==> config.mk <==
export PLATFORM = sky130hd
export DESIGN_NAME = uart_prog_loader
export DESIGN_NICKNAME = d
export VERILOG_FILES = /design/src/rtl/uart_prog_loader_pkg.sv /design/src/rtl/uart_prog_loader_uart_rx.sv /design/src/rtl/uart_prog_loader.sv
export SDC_FILE = /design/constraint.sdc
export NUM_CORES = 1
export LEC_CHECK = 0
export CORE_MARGIN = 5
export CORE_UTILIZATION = 45
export DETAILED_ROUTE_END_ITERATION = 10
export GPL_TIMING_DRIVEN = 0
export PLACE_DENSITY_LB_ADDON = 0.15
export SLEW_MARGIN = 10
export SYNTH_ARGS = -nofsm -noshare
export SYNTH_HDL_FRONTEND = slang
export SYNTH_SLANG_ARGS = --single-unit
==> constraint.sdc <==
create_clock -name clk -period 2.7 [get_ports clk]
set_input_delay 0.27 -clock clk [delete_from_list [all_inputs] [get_ports clk]]
set_output_delay 0.27 -clock clk [all_outputs]
set_load 0.03 [all_outputs]
==> src/rtl/uart_prog_loader_pkg.sv <==
// Shared types and constants for the UART program loader.
//   - state_e        : frame FSM states, in frame order
//   - rx_state_e     : 8N1 receiver states
//   - frame_field_e  : order of the fields on the wire
//   - SYNC_BYTE_DEFAULT, MAX_LEN, len_valid()
package uart_prog_loader_pkg;

    typedef enum logic [2:0] {
        StIdle,
        StAddr,
        StLen,
        StData,
        StChk,
        StRstPulse
    } state_e;

    typedef enum logic [1:0] {
        RxIdle,
        RxStart,
        RxData,
        RxStop
    } rx_state_e;

    // Wire order: SYNC, START (addr in [3:0]), LEN, LEN x DATA, CHK.
    typedef enum logic [2:0] {
        FldSync,
        FldStart,
        FldLen,
        FldData,
        FldChk
    } frame_field_e;

    localparam logic [7:0]  SYNC_BYTE_DEFAULT = 8'h5A;
    localparam int unsigned MAX_LEN           = 16;

    function automatic logic len_valid(input logic [7:0] len);
        return (len != 8'd0) && (len <= 8'(MAX_LEN));
    endfunction

endpackage

==> src/rtl/uart_prog_loader_uart_rx.sv <==
// uart_rx_8n1: 8N1 UART receiver.
// Ports:
//   clk, rst_n    clock, async active-low reset
//   i_rx          raw rx line (asynchronous, idle high)
//   o_byte_valid  1-cycle strobe, byte received with a good stop bit
//   o_byte        received byte, valid with o_byte_valid
//   o_frame_err   1-cycle strobe, stop bit sampled low
//   o_active      receiver is inside a character (start..stop)
module uart_rx_8n1
    import uart_prog_loader_pkg::*;
#(
    parameter int unsigned CLKS_PER_BIT = 87
) (
    input  logic       clk,
    input  logic       rst_n,
    input  logic       i_rx,
    output logic       o_byte_valid,
    output logic [7:0] o_byte,
    output logic       o_frame_err,
    output logic       o_active
);

    localparam int unsigned CNT_W = $clog2(CLKS_PER_BIT);
    localparam logic [CNT_W-1:0] CNT_HALF = CNT_W'(CLKS_PER_BIT / 2 - 1);
    localparam logic [CNT_W-1:0] CNT_FULL = CNT_W'(CLKS_PER_BIT - 1);

    logic [1:0]       r_sync;
    logic             r_rx_prev;
    rx_state_e        r_state;
    logic [CNT_W-1:0] r_cnt;
    logic [2:0]       r_bit_idx;
    logic [7:0]       r_shift;
    logic             r_byte_valid;
    logic             r_frame_err;

    rx_state_e        w_state_d;
    logic [CNT_W-1:0] w_cnt_d;
    logic [2:0]       w_bit_idx_d;
    logic [7:0]       w_shift_d;
    logic             w_byte_valid_d;
    logic             w_frame_err_d;
    logic             w_rx;
    logic             w_fall;

    assign w_rx   = r_sync[1];
    // Edge rather than level: a line held low after a framing error must not restart.
    assign w_fall = r_rx_prev & ~w_rx;

    always_comb begin
        w_state_d      = r_state;
        w_cnt_d        = r_cnt + 1'b1;
        w_bit_idx_d    = r_bit_idx;
        w_shift_d      = r_shift;
        w_byte_valid_d = 1'b0;
        w_frame_err_d  = 1'b0;
        case (r_state)
            RxIdle: begin
                w_cnt_d = '0;
                if (w_fall) begin
                    w_state_d = RxStart;
                end
            end
            RxStart: begin
                if (r_cnt == CNT_HALF) begin
                    w_cnt_d     = '0;
                    w_bit_idx_d = '0;
                    // Line back high at mid start bit: glitch, not a character.
                    w_state_d   = w_rx ? RxIdle : RxData;
                end
            end
            RxData: begin
                if (r_cnt == CNT_FULL) begin
                    w_cnt_d     = '0;
                    w_shift_d   = {w_rx, r_shift[7:1]};
                    w_bit_idx_d = r_bit_idx + 3'd1;
                    if (r_bit_idx == 3'd7) begin
                        w_state_d = RxStop;
                    end
                end
            end
            RxStop: begin
                if (r_cnt == CNT_FULL) begin
                    w_cnt_d        = '0;
                    w_state_d      = RxIdle;
                    w_byte_valid_d = w_rx;
                    w_frame_err_d  = ~w_rx;
                end
            end
            default: w_state_d = RxIdle;
        endcase
    end

    always_ff @(posedge clk or negedge rst_n) begin
        if (!rst_n) begin
            r_sync       <= 2'b11;
            r_rx_prev    <= 1'b1;
            r_state      <= RxIdle;
            r_cnt        <= '0;
            r_bit_idx    <= '0;
            r_shift      <= '0;
            r_byte_valid <= 1'b0;
            r_frame_err  <= 1'b0;
        end else begin
            r_sync       <= {r_sync[0], i_rx};
            r_rx_prev    <= w_rx;
            r_state      <= w_state_d;
            r_cnt        <= w_cnt_d;
            r_bit_idx    <= w_bit_idx_d;
            r_shift      <= w_shift_d;
            r_byte_valid <= w_byte_valid_d;
            r_frame_err  <= w_frame_err_d;
        end
    end

    assign o_byte_valid = r_byte_valid;
    assign o_byte       = r_shift;
    assign o_frame_err  = r_frame_err;
    assign o_active     = (r_state != RxIdle);

endmodule

==> src/rtl/uart_prog_loader.sv <==
// uart_prog_loader: receives framed program bytes over UART and drives the CPU
// program-load interface, then pulses the CPU reset after a good frame.
// Ports:
//   clk, rst_n  clock, async active-low reset
//   rx_i        UART rx line, idle high
//   load_en     CPU load-mode select
//   load_addr   memory write address
//   load_data   memory write data
//   cpu_rst_n   CPU reset, active low
//   busy        frame in progress (valid header seen, not yet ended/aborted)
//   done        1-cycle pulse, frame loaded with good checksum
//   err         1-cycle pulse, checksum/stop-bit/length/timeout error
module uart_prog_loader
    import uart_prog_loader_pkg::*;
#(
    parameter int unsigned CLKS_PER_BIT = 87,
    parameter logic [7:0]  SYNC_BYTE    = SYNC_BYTE_DEFAULT,
    parameter int unsigned TIMEOUT_BITS = 32,
    parameter int unsigned RST_CYCLES   = 4
) (
    input  logic       clk,
    input  logic       rst_n,
    input  logic       rx_i,
    output logic       load_en,
    output logic [3:0] load_addr,
    output logic [7:0] load_data,
    output logic       cpu_rst_n,
    output logic       busy,
    output logic       done,
    output logic       err
);

    localparam int unsigned TO_CYCLES = TIMEOUT_BITS * CLKS_PER_BIT;
    localparam int unsigned TO_W      = $clog2(TO_CYCLES + 1);
    localparam int unsigned RST_W     = $clog2(RST_CYCLES + 1);

    logic       w_byte_valid;
    logic [7:0] w_byte;
    logic       w_frame_err;
    logic       w_rx_active;

    uart_rx_8n1 #(
        .CLKS_PER_BIT(CLKS_PER_BIT)
    ) u_rx (
        .clk         (clk),
        .rst_n       (rst_n),
        .i_rx        (rx_i),
        .o_byte_valid(w_byte_valid),
        .o_byte      (w_byte),
        .o_frame_err (w_frame_err),
        .o_active    (w_rx_active)
    );

    state_e           r_state,     w_state_d;
    logic             r_load_en,   w_load_en_d;
    logic [3:0]       r_load_addr, w_load_addr_d;
    logic [7:0]       r_load_data, w_load_data_d;
    logic [3:0]       r_next_addr, w_next_addr_d;
    logic [4:0]       r_remaining, w_remaining_d;
    logic [7:0]       r_chk,       w_chk_d;
    logic             r_cpu_rst_n, w_cpu_rst_n_d;
    logic             r_busy,      w_busy_d;
    logic             r_done,      w_done_d;
    logic             r_err,       w_err_d;
    logic [TO_W-1:0]  r_to_cnt,    w_to_cnt_d;
    logic [RST_W-1:0] r_rst_cnt,   w_rst_cnt_d;
    logic             w_timeout;

    // Only idle line time counts towards the timeout; a character in flight
    // always takes ~10 bit-times, longer than small TIMEOUT_BITS settings.
    assign w_timeout = r_busy && !w_byte_valid && (r_to_cnt == TO_W'(TO_CYCLES));

    always_comb begin
        w_state_d     = r_state;
        w_load_en_d   = r_load_en;
        w_load_addr_d = r_load_addr;
        w_load_data_d = r_load_data;
        w_next_addr_d = r_next_addr;
        w_remaining_d = r_remaining;
        w_chk_d       = r_chk;
        w_cpu_rst_n_d = r_cpu_rst_n;
        w_busy_d      = r_busy;
        w_done_d      = 1'b0;
        w_err_d       = 1'b0;
        w_rst_cnt_d   = r_rst_cnt;
        w_to_cnt_d    = (r_busy && !w_byte_valid && !w_rx_active) ? r_to_cnt + 1'b1 : '0;

        if (r_busy && (w_frame_err || w_timeout)) begin
            w_err_d     = 1'b1;
            w_busy_d    = 1'b0;
            w_load_en_d = 1'b0;
            w_to_cnt_d  = '0;
            w_state_d   = StIdle;
        end else begin
            case (r_state)
                StIdle: begin
                    if (w_byte_valid && (w_byte == SYNC_BYTE)) begin
                        w_busy_d  = 1'b1;
                        w_state_d = StAddr;
                    end
                end
                StAddr: begin
                    if (w_byte_valid) begin
                        w_next_addr_d = w_byte[3:0];
                        w_chk_d       = w_byte;
                        w_state_d     = StLen;
                    end
                end
                StLen: begin
                    if (w_byte_valid) begin
                        if (len_valid(w_byte)) begin
                            w_remaining_d = w_byte[4:0];
                            w_chk_d       = r_chk ^ w_byte;
                            w_state_d     = StData;
                        end else begin
                            w_err_d   = 1'b1;
                            w_busy_d  = 1'b0;
                            w_state_d = StIdle;
                        end
                    end
                end
                StData: begin
                    if (w_byte_valid) begin
                        w_load_en_d   = 1'b1;
                        w_load_addr_d = r_next_addr;
                        w_load_data_d = w_byte;
                        w_next_addr_d = r_next_addr + 4'd1;
                        w_chk_d       = r_chk ^ w_byte;
                        w_remaining_d = r_remaining - 5'd1;
                        if (r_remaining == 5'd1) begin
                            w_state_d = StChk;
                        end
                    end
                end
                StChk: begin
                    if (w_byte_valid) begin
                        w_load_en_d = 1'b0;
                        w_busy_d    = 1'b0;
                        if (w_byte == r_chk) begin
                            w_done_d      = 1'b1;
                            w_cpu_rst_n_d = 1'b0;
                            w_rst_cnt_d   = '0;
                            w_state_d     = StRstPulse;
                        end else begin
                            // Bytes already written stay in CPU memory.
                            w_err_d   = 1'b1;
                            w_state_d = StIdle;
                        end
                    end
                end
                StRstPulse: begin
                    w_rst_cnt_d = r_rst_cnt + 1'b1;
                    if (r_rst_cnt == RST_W'(RST_CYCLES - 1)) begin
                        w_cpu_rst_n_d = 1'b1;
                        w_state_d     = StIdle;
                    end
                end
                default: w_state_d = StIdle;
            endcase
        end
    end

    always_ff @(posedge clk or negedge rst_n) begin
        if (!rst_n) begin
            r_state     <= StIdle;
            r_load_en   <= 1'b0;
            r_load_addr <= '0;
            r_load_data <= '0;
            r_next_addr <= '0;
            r_remaining <= '0;
            r_chk       <= '0;
            r_cpu_rst_n <= 1'b1;
            r_busy      <= 1'b0;
            r_done      <= 1'b0;
            r_err       <= 1'b0;
            r_to_cnt    <= '0;
            r_rst_cnt   <= '0;
        end else begin
            r_state     <= w_state_d;
            r_load_en   <= w_load_en_d;
            r_load_addr <= w_load_addr_d;
            r_load_data <= w_load_data_d;
            r_next_addr <= w_next_addr_d;
            r_remaining <= w_remaining_d;
            r_chk       <= w_chk_d;
            r_cpu_rst_n <= w_cpu_rst_n_d;
            r_busy      <= w_busy_d;
            r_done      <= w_done_d;
            r_err       <= w_err_d;
            r_to_cnt    <= w_to_cnt_d;
            r_rst_cnt   <= w_rst_cnt_d;
        end
    end

    assign load_en   = r_load_en;
    assign load_addr = r_load_addr;
    assign load_data = r_load_data;
    assign cpu_rst_n = r_cpu_rst_n;
    assign busy      = r_busy;
    assign done      = r_done;
    assign err       = r_err;

endmodule
# Word level (Yosys, flattened, before mapping)

Index checks and enable logic that the tools add are counted.

Add/subtract/negate cells: 6
Order comparisons: 1
Eq/ne operators: 36
Mux-type cells: 68
Bitwise logic cells: 4
Reductions and logical operators: 33

Operators with widths:

| operator                                                                | count |
|---|---|
| 3-bit 2-to-1 mux                                                        | 13 |
| 8-bit 2-to-1 mux                                                        | 4 |
| 12-bit 2-to-1 mux                                                       | 2 |
| 8-bit one-hot mux with 3 select lines                                   | 1 |
| 1-bit 2-to-1 mux                                                        | 23 |
| 7-bit one-hot mux with 3 select lines                                   | 1 |
| 5-bit AND reduction                                                     | 4 |
| 2-bit by 1-bit inequality test with 1-bit output, second input constant | 9 |
| 3-bit one-hot mux with 6 select lines                                   | 1 |
| 5-bit 2-to-1 mux                                                        | 3 |
| 2-bit 2-to-1 mux                                                        | 7 |
| 7-bit 2-to-1 mux                                                        | 2 |
| 12-bit by 1-bit adder with 12-bit output, second input constant         | 1 |
| 12-bit equality test, second input constant                             | 1 |
| 3-bit by 2-bit inequality test with 1-bit output, second input constant | 4 |
| 3-bit inequality test, second input constant                            | 4 |
| 3-bit one-hot mux with 2 select lines                                   | 2 |
| 5-bit one-hot mux with 2 select lines                                   | 1 |
| 2-bit nonzero test                                                      | 5 |
| 3-bit by 2-bit equality test with 1-bit output, second input constant   | 3 |
| 3-bit equality test, second input constant                              | 3 |
| 3-bit AND reduction                                                     | 3 |
| 8-bit by 7-bit equality test with 1-bit output, second input constant   | 1 |
| 8-bit equality test                                                     | 1 |
| other kinds (33)                                                        | 49 |

Register bits: 77
Input bits: 3
Output and inout port bits: 17
Logic and storage cells: 169

# Longest topological paths before layout

Word-level depth: 7
Gate-level depth with buffers: 7
Gate-level depth less buffers: 7

# By module

Synthesis repeated with hierarchy kept, for this count alone.

Cells, all modules: 392
Area, all modules: 4073.9 um^2

By module, submodules not included:

| module           | instances | cells an instance | area each (um^2) | sequential area each (um^2) |
|---|---|---|---|---|
| uart_prog_loader | 1         | 296               | 2867.8           | 1302.5 |
| uart_rx_8n1      | 1         | 96                | 1206.2           | 629.4 |

# Worst setup path after synthesis

No wires, ideal clock.

Path type: flip-flop to flip-flop
From: register u_rx.r_shift[0] (netlist: u_rx.o_byte[0])
To: register r_chk[7]
Library setup time: 87 ps
Arrival: 1799 ps
Data required time: 2613 ps
Slack: 814 ps
Cell stages (with the launch flop): 8
Buffers on the path: 2
Clock period less this slack: 1886 ps
Path through: dfrtp_1 -> buf_2 -> nor4_4 -> mux2_2 -> o2111ai_1 -> buf_2 -> nand3_1 -> o211ai_1

Cells in the longest elaborated chain, start to end: 4
Elaborated cells on any way between the ends: 5
Classes of those cells: order compare: 1; eq/ne: 1; reduce/logical: 3

Ends and longest elaborated chain:

| what                                                                                            | line                            | RTL |
|---|---|---|
| start: declaration                                                                              | uart_prog_loader_uart_rx.sv:32  | `logic [7:0] r_shift;` |
| start signal: assignment                                                                        | uart_prog_loader_uart_rx.sv:109 | `r_shift <= w_shift_d;` |
| 8-bit by 5-bit less-or-equal comparator with 1-bit output or 8-bit nonzero test (tied branches) | uart_prog_loader_pkg.sv:37      | `return (len != 8'd0) && (len <= 8'(MAX_LEN));` |
| 1-bit logical AND (*)                                                                           | uart_prog_loader_pkg.sv:37      |  |
| 2-bit inequality test (no source line) (*)                                                      | -                               |  |
| 6-bit AND reduction (no source line) (*)                                                        | -                               |  |
| end signal: assignment                                                                          | uart_prog_loader.sv:185         | `r_chk <= w_chk_d;` |
| end: declaration                                                                                | uart_prog_loader.sv:60          | `logic [7:0] r_chk, w_chk_d;` |

Every way passes the cells marked *; elsewhere a longest branch is shown, timed or not.
A chain may end at the register's enable or synchronous reset.

# Worst setup path after layout

From: register u_rx.r_shift[0] (netlist: u_rx.o_byte[0])
To: register r_chk[0]

Cells in the longest elaborated chain, start to end: 4
Elaborated cells on any way between the ends: 11
Classes of those cells: order compare: 1; eq/ne: 1; mux: 5; bitwise: 1; reduce/logical: 3

Ends and longest elaborated chain:

| what                                                                                          | line |
|---|---|
| 8-bit by 5-bit less-or-equal comparator with 1-bit output (tied with other cells)             | uart_prog_loader_pkg.sv:37 |
| 1-bit logical AND or 8-bit 2-to-1 mux (tied branches)                                         | uart_prog_loader_pkg.sv:37, uart_prog_loader.sv:111 |
| 2-bit inequality test (no source line) or 8-bit 2-to-1 mux (tied branches)                    | - |
| 6-bit AND reduction (no source line) or 8-bit one-hot mux with 3 select lines (tied branches) | - |

Parallel ways exist; a longest one is shown, timed or not. The select of a mux whose other input is x is not followed.

==> run_results.csv <==
group,metric,value,unit
routing,drc,0,
clock_tree,clockRootBuffer,"clkbuf_8",
die,die_w,105,µm
critical_path,r2r-end,"r_chk[0]",
min_path,worst_hold_path_type,"in2reg",
critical_path,path_delay_family,"buffers and inverters",
final_layout,drive_gt1_share,15.1,%
timing,post-route-period-util,81.1,%
global_routing,grt_pass1_vias,2787,
routing,num_vias,2870,
routing,ant_nets,0,
critical_path,arrival,2.45,ns
clock_tree,clk_latency,0.35,ns
die,num_rows,34,
timing,setup_viol,0,
final_layout,instances_no_fill,531,
timing,tightest_slew,0.524,ns
critical_path,cp-end-kind,"flop",
placement,place_congestion,0.852,
timing,finalHoldViolCount,0,
final_layout,final_common_cell,"dfrtp_1",
yosys,yosysWarnings,0,
critical_path,reg2reg_depth,7,
clock_tree,numCtsBuffers,9,
clock_tree,cts_sinks,77,
routing,wl_per_cell,14.8,µm
yosys,synth_cells,387,
die,die_h,105,µm
final_layout,area_growth,14.2,%
timing,period_needed,2.19,ns
routing,dr.first_iter.drc_count,103,
clock_tree,clockBufferDepth,2,
placement,place_ws,0.507,ns
timing,slew_violations,0,
final_layout,diodes,0,
min_path,min_path_cells,1,
critical_path,cp.required,2.96,ns
critical_path,crit_chain,"buf_2, nor4_4, mux2_2, o2111ai_1, buf_2, nand3_1, o211ai_1",
critical_path,path_class,"reg2reg",
yosys,synth_top_cell_by_area,"dfrtp_1",
final_layout,nets,437,
critical_path,critPathLaunch,"u_rx.o_byte[0]",
global_routing,antenna_found_initial,0,
critical_path,r2r-start,"u_rx.o_byte[0]",
critical_path,worstPathMaxFanout,10,
yosys,netlist_area,0.00406,mm²
clock_tree,clk_pin_slew_worst_paths,0.08,ns
min_path,holdPathEnd,"u_rx.r_sync[0]",
run_status,status,"completed",
critical_path,slowest_stage,"mux2_2",
routing,viasPerCell,5.40,
global_routing,grtUsageTotal,15.4,%
yosys,synth_top_area_share,45.0,%
yosys,netlist_top_cells_area,"dfrtp_1 45%, mux2_2 6.4%, ha_1 4.6%",
critical_path,max_stage_delay,0.41,ns
power_and_ir_drop,leakagePower,2.05,nW
clock_tree,postCtsSetupRepairBufs,0,
timing,rsz0062_at_grt,"false",
critical_path,critPathMostFrequentCell,"buf_2",
yosys,ys.flop_type,"dfrtp_1",
critical_path,crit_buf_inv,2,
power_and_ir_drop,finalPower,2.47,mW
clock_tree,cts_tree,"done",
clock_tree,htreeDepth,3,
die,core_area,0.00876,mm²
yosys,syn-num-nets,405,
min_path,hp-start,"rx_i",
final_layout,layout_common_cells,"73 x dfrtp_1, 38 x nor2_1, 32 x nand2_1, 23 x mux2_2, 18 x clkdlybuf4s50_1",
routing,wirelength,7.86,mm
yosys,synth_edf_count,0,
timing,finalSetupTns,0,ns
global_routing,grt_overflow,0,
placement,port_buffers,19,
yosys,synth-seq-cells,77,
timing,worst_slack,0.511,ns
global_routing,grt_pass1_wl,13.9,mm
yosys,synth.distinct_cells,58,
flow_run,max_cap_violations,0,
yosys,avgSynthCellArea,10.5,µm²
timing,skew,0.0110,ns
placement,dp.cells,515,
critical_path,startpoint_type,"flop",
routing,drt-pass1-iter-count,4,
power_and_ir_drop,powerDensity,532,mW/mm²
die,ios,20,
power_and_ir_drop,irDropWorstVdd,0.000260,V
timing,fmax,0.457,GHz
timing,relSlewSlack,65.0,%
die,dieArea,0.0110,mm²
global_routing,grt_max_degree,54,
critical_path,rrSetupSlack,0.51,ns
yosys,synth_async_sr_flop_share,100,%
placement,hpwl,5.40,mm
final_layout,final_core_util,52.9,%
die,initial_core_util,46.3,%
yosys,ys_seq_area_share,47.6,%
## cells by family after synthesis
kind of cell / count (synthesis) / share of synthesized area (%)
XOR/XNOR: 23 / 4.96
flip-flops: 77 / 47.6
multiplexers: 25 / 6.88
adder cells (fa/ha/maj): 15 / 4.63
AND/OR/NAND/NOR: 153 / 21.0
AO/OA/AOI/OAI: 63 / 11.1
buffers and inverters: 31 / 3.85
## flip-flops by register name (all words and copies together) (netlist names), 2 cells and up, named ones only
| signal | count |
|---|---|
| u_rx.r_bit_idx | 3 |
| load_data | 8 |
| u_rx.r_sync | 2 |
| r_state | 3 |
| r_rst_cnt | 3 |
| r_remaining | 5 |
| u_rx.r_cnt | 7 |
| load_addr | 4 |
| r_next_addr | 4 |
| r_chk | 8 |
| r_to_cnt | 12 |
| u_rx.o_byte | 8 |
## how the worst max path moves through the flow
stage                     depth (start not counted)  slack, ns           to
after floorplan                                   7       0.81     r_chk[7]
after global placement                            1      -1.44  r_to_cnt[7]
after detailed placement                          7       0.51     r_chk[0]
after CTS                                         7       0.49     r_chk[0]
after global routing                              7       0.32     r_chk[6]
final                                             7       0.51     r_chk[0]
## power breakdown
part / switching (mW) / internal, mW / total (mW)
logic: 0.173 / 0.107 / 0.280
clock network: 0.420 / 0.540 / 0.960
registers: 0.0326 / 1.19 / 1.23
total: 0.626 / 1.84 / 2.47
## per-layer routing
metal | wire, µm | GRT usage (%) | vias to the layer above
met2 | 3470 | 22.9 | 38
met5 | 0 | 0 | -
met1 | 4060 | 22.1 | 1398
met3 | 257 | 4.19 | 8
li1 | - | - | 1426
met4 | 80 | 4.11 | 0
## area by class of cell
| type | instances | area (µm²) |
|---|---|---|
| clock inverter | 4 | 72.6 |
| tap | 108 | 135 |
| multi-input combinational | 279 | 1970 |
| sequential | 77 | 1930 |
| clock buffer | 11 | 141 |
| buffer | 17 | 104 |
| fill | 818 | 4130 |
| timing repair buffer | 21 | 225 |
| inverter | 14 | 52.6 |
## synth_stat cells (all sizes together), types with 3 or more instances
cell type / n
nand2: 32
nand4: 5
nor2b: 3
dfrtp: 73
o21ai: 18
nor2: 39
inv: 14
and3: 7
ha: 15
a21oi: 8
a211oi: 3
buf: 9
nand3b: 8
nor3b: 4
xor2: 9
nand2b: 15
dfstp: 4
xnor2: 14
nand3: 16
mux2: 23
a31oi: 3
nor3: 5
clkbuf: 8
and2: 3
o211ai: 9
and4: 3
a22o: 3
nor4: 4
## worst register-to-register path: cells and delay by family (launching register included)
family / cells / cell delay (ns)
buf+inv: 2 / 0.50
compound gates: 2 / 0.37
flops: 1 / 0.36
mux: 1 / 0.41
simple gates: 2 / 0.46
## timing repair
| item | CTS | global route |
|---|---|---|
| endpoints found under the setup margin | 0 | 0 |
| hold endpoints to repair | 23 | 0 |
| resized for setup | 0 | 0 |
| hold buffers | 1 | 0 |
## per-stage QoR
| stage | area, µm² | hold slack (ns) |
|---|---|---|
| detailed placement | 4410 | 0.214 |
| finish | 4630 | 0.323 |
| global placement | 4380 | 0.346 |
| global route | 4630 | 0.300 |
| floorplan | 4060 | -0.0256 |
| CTS | 4630 | 0.305 |
No activity file was read; power rests on OpenSTA's default activity.
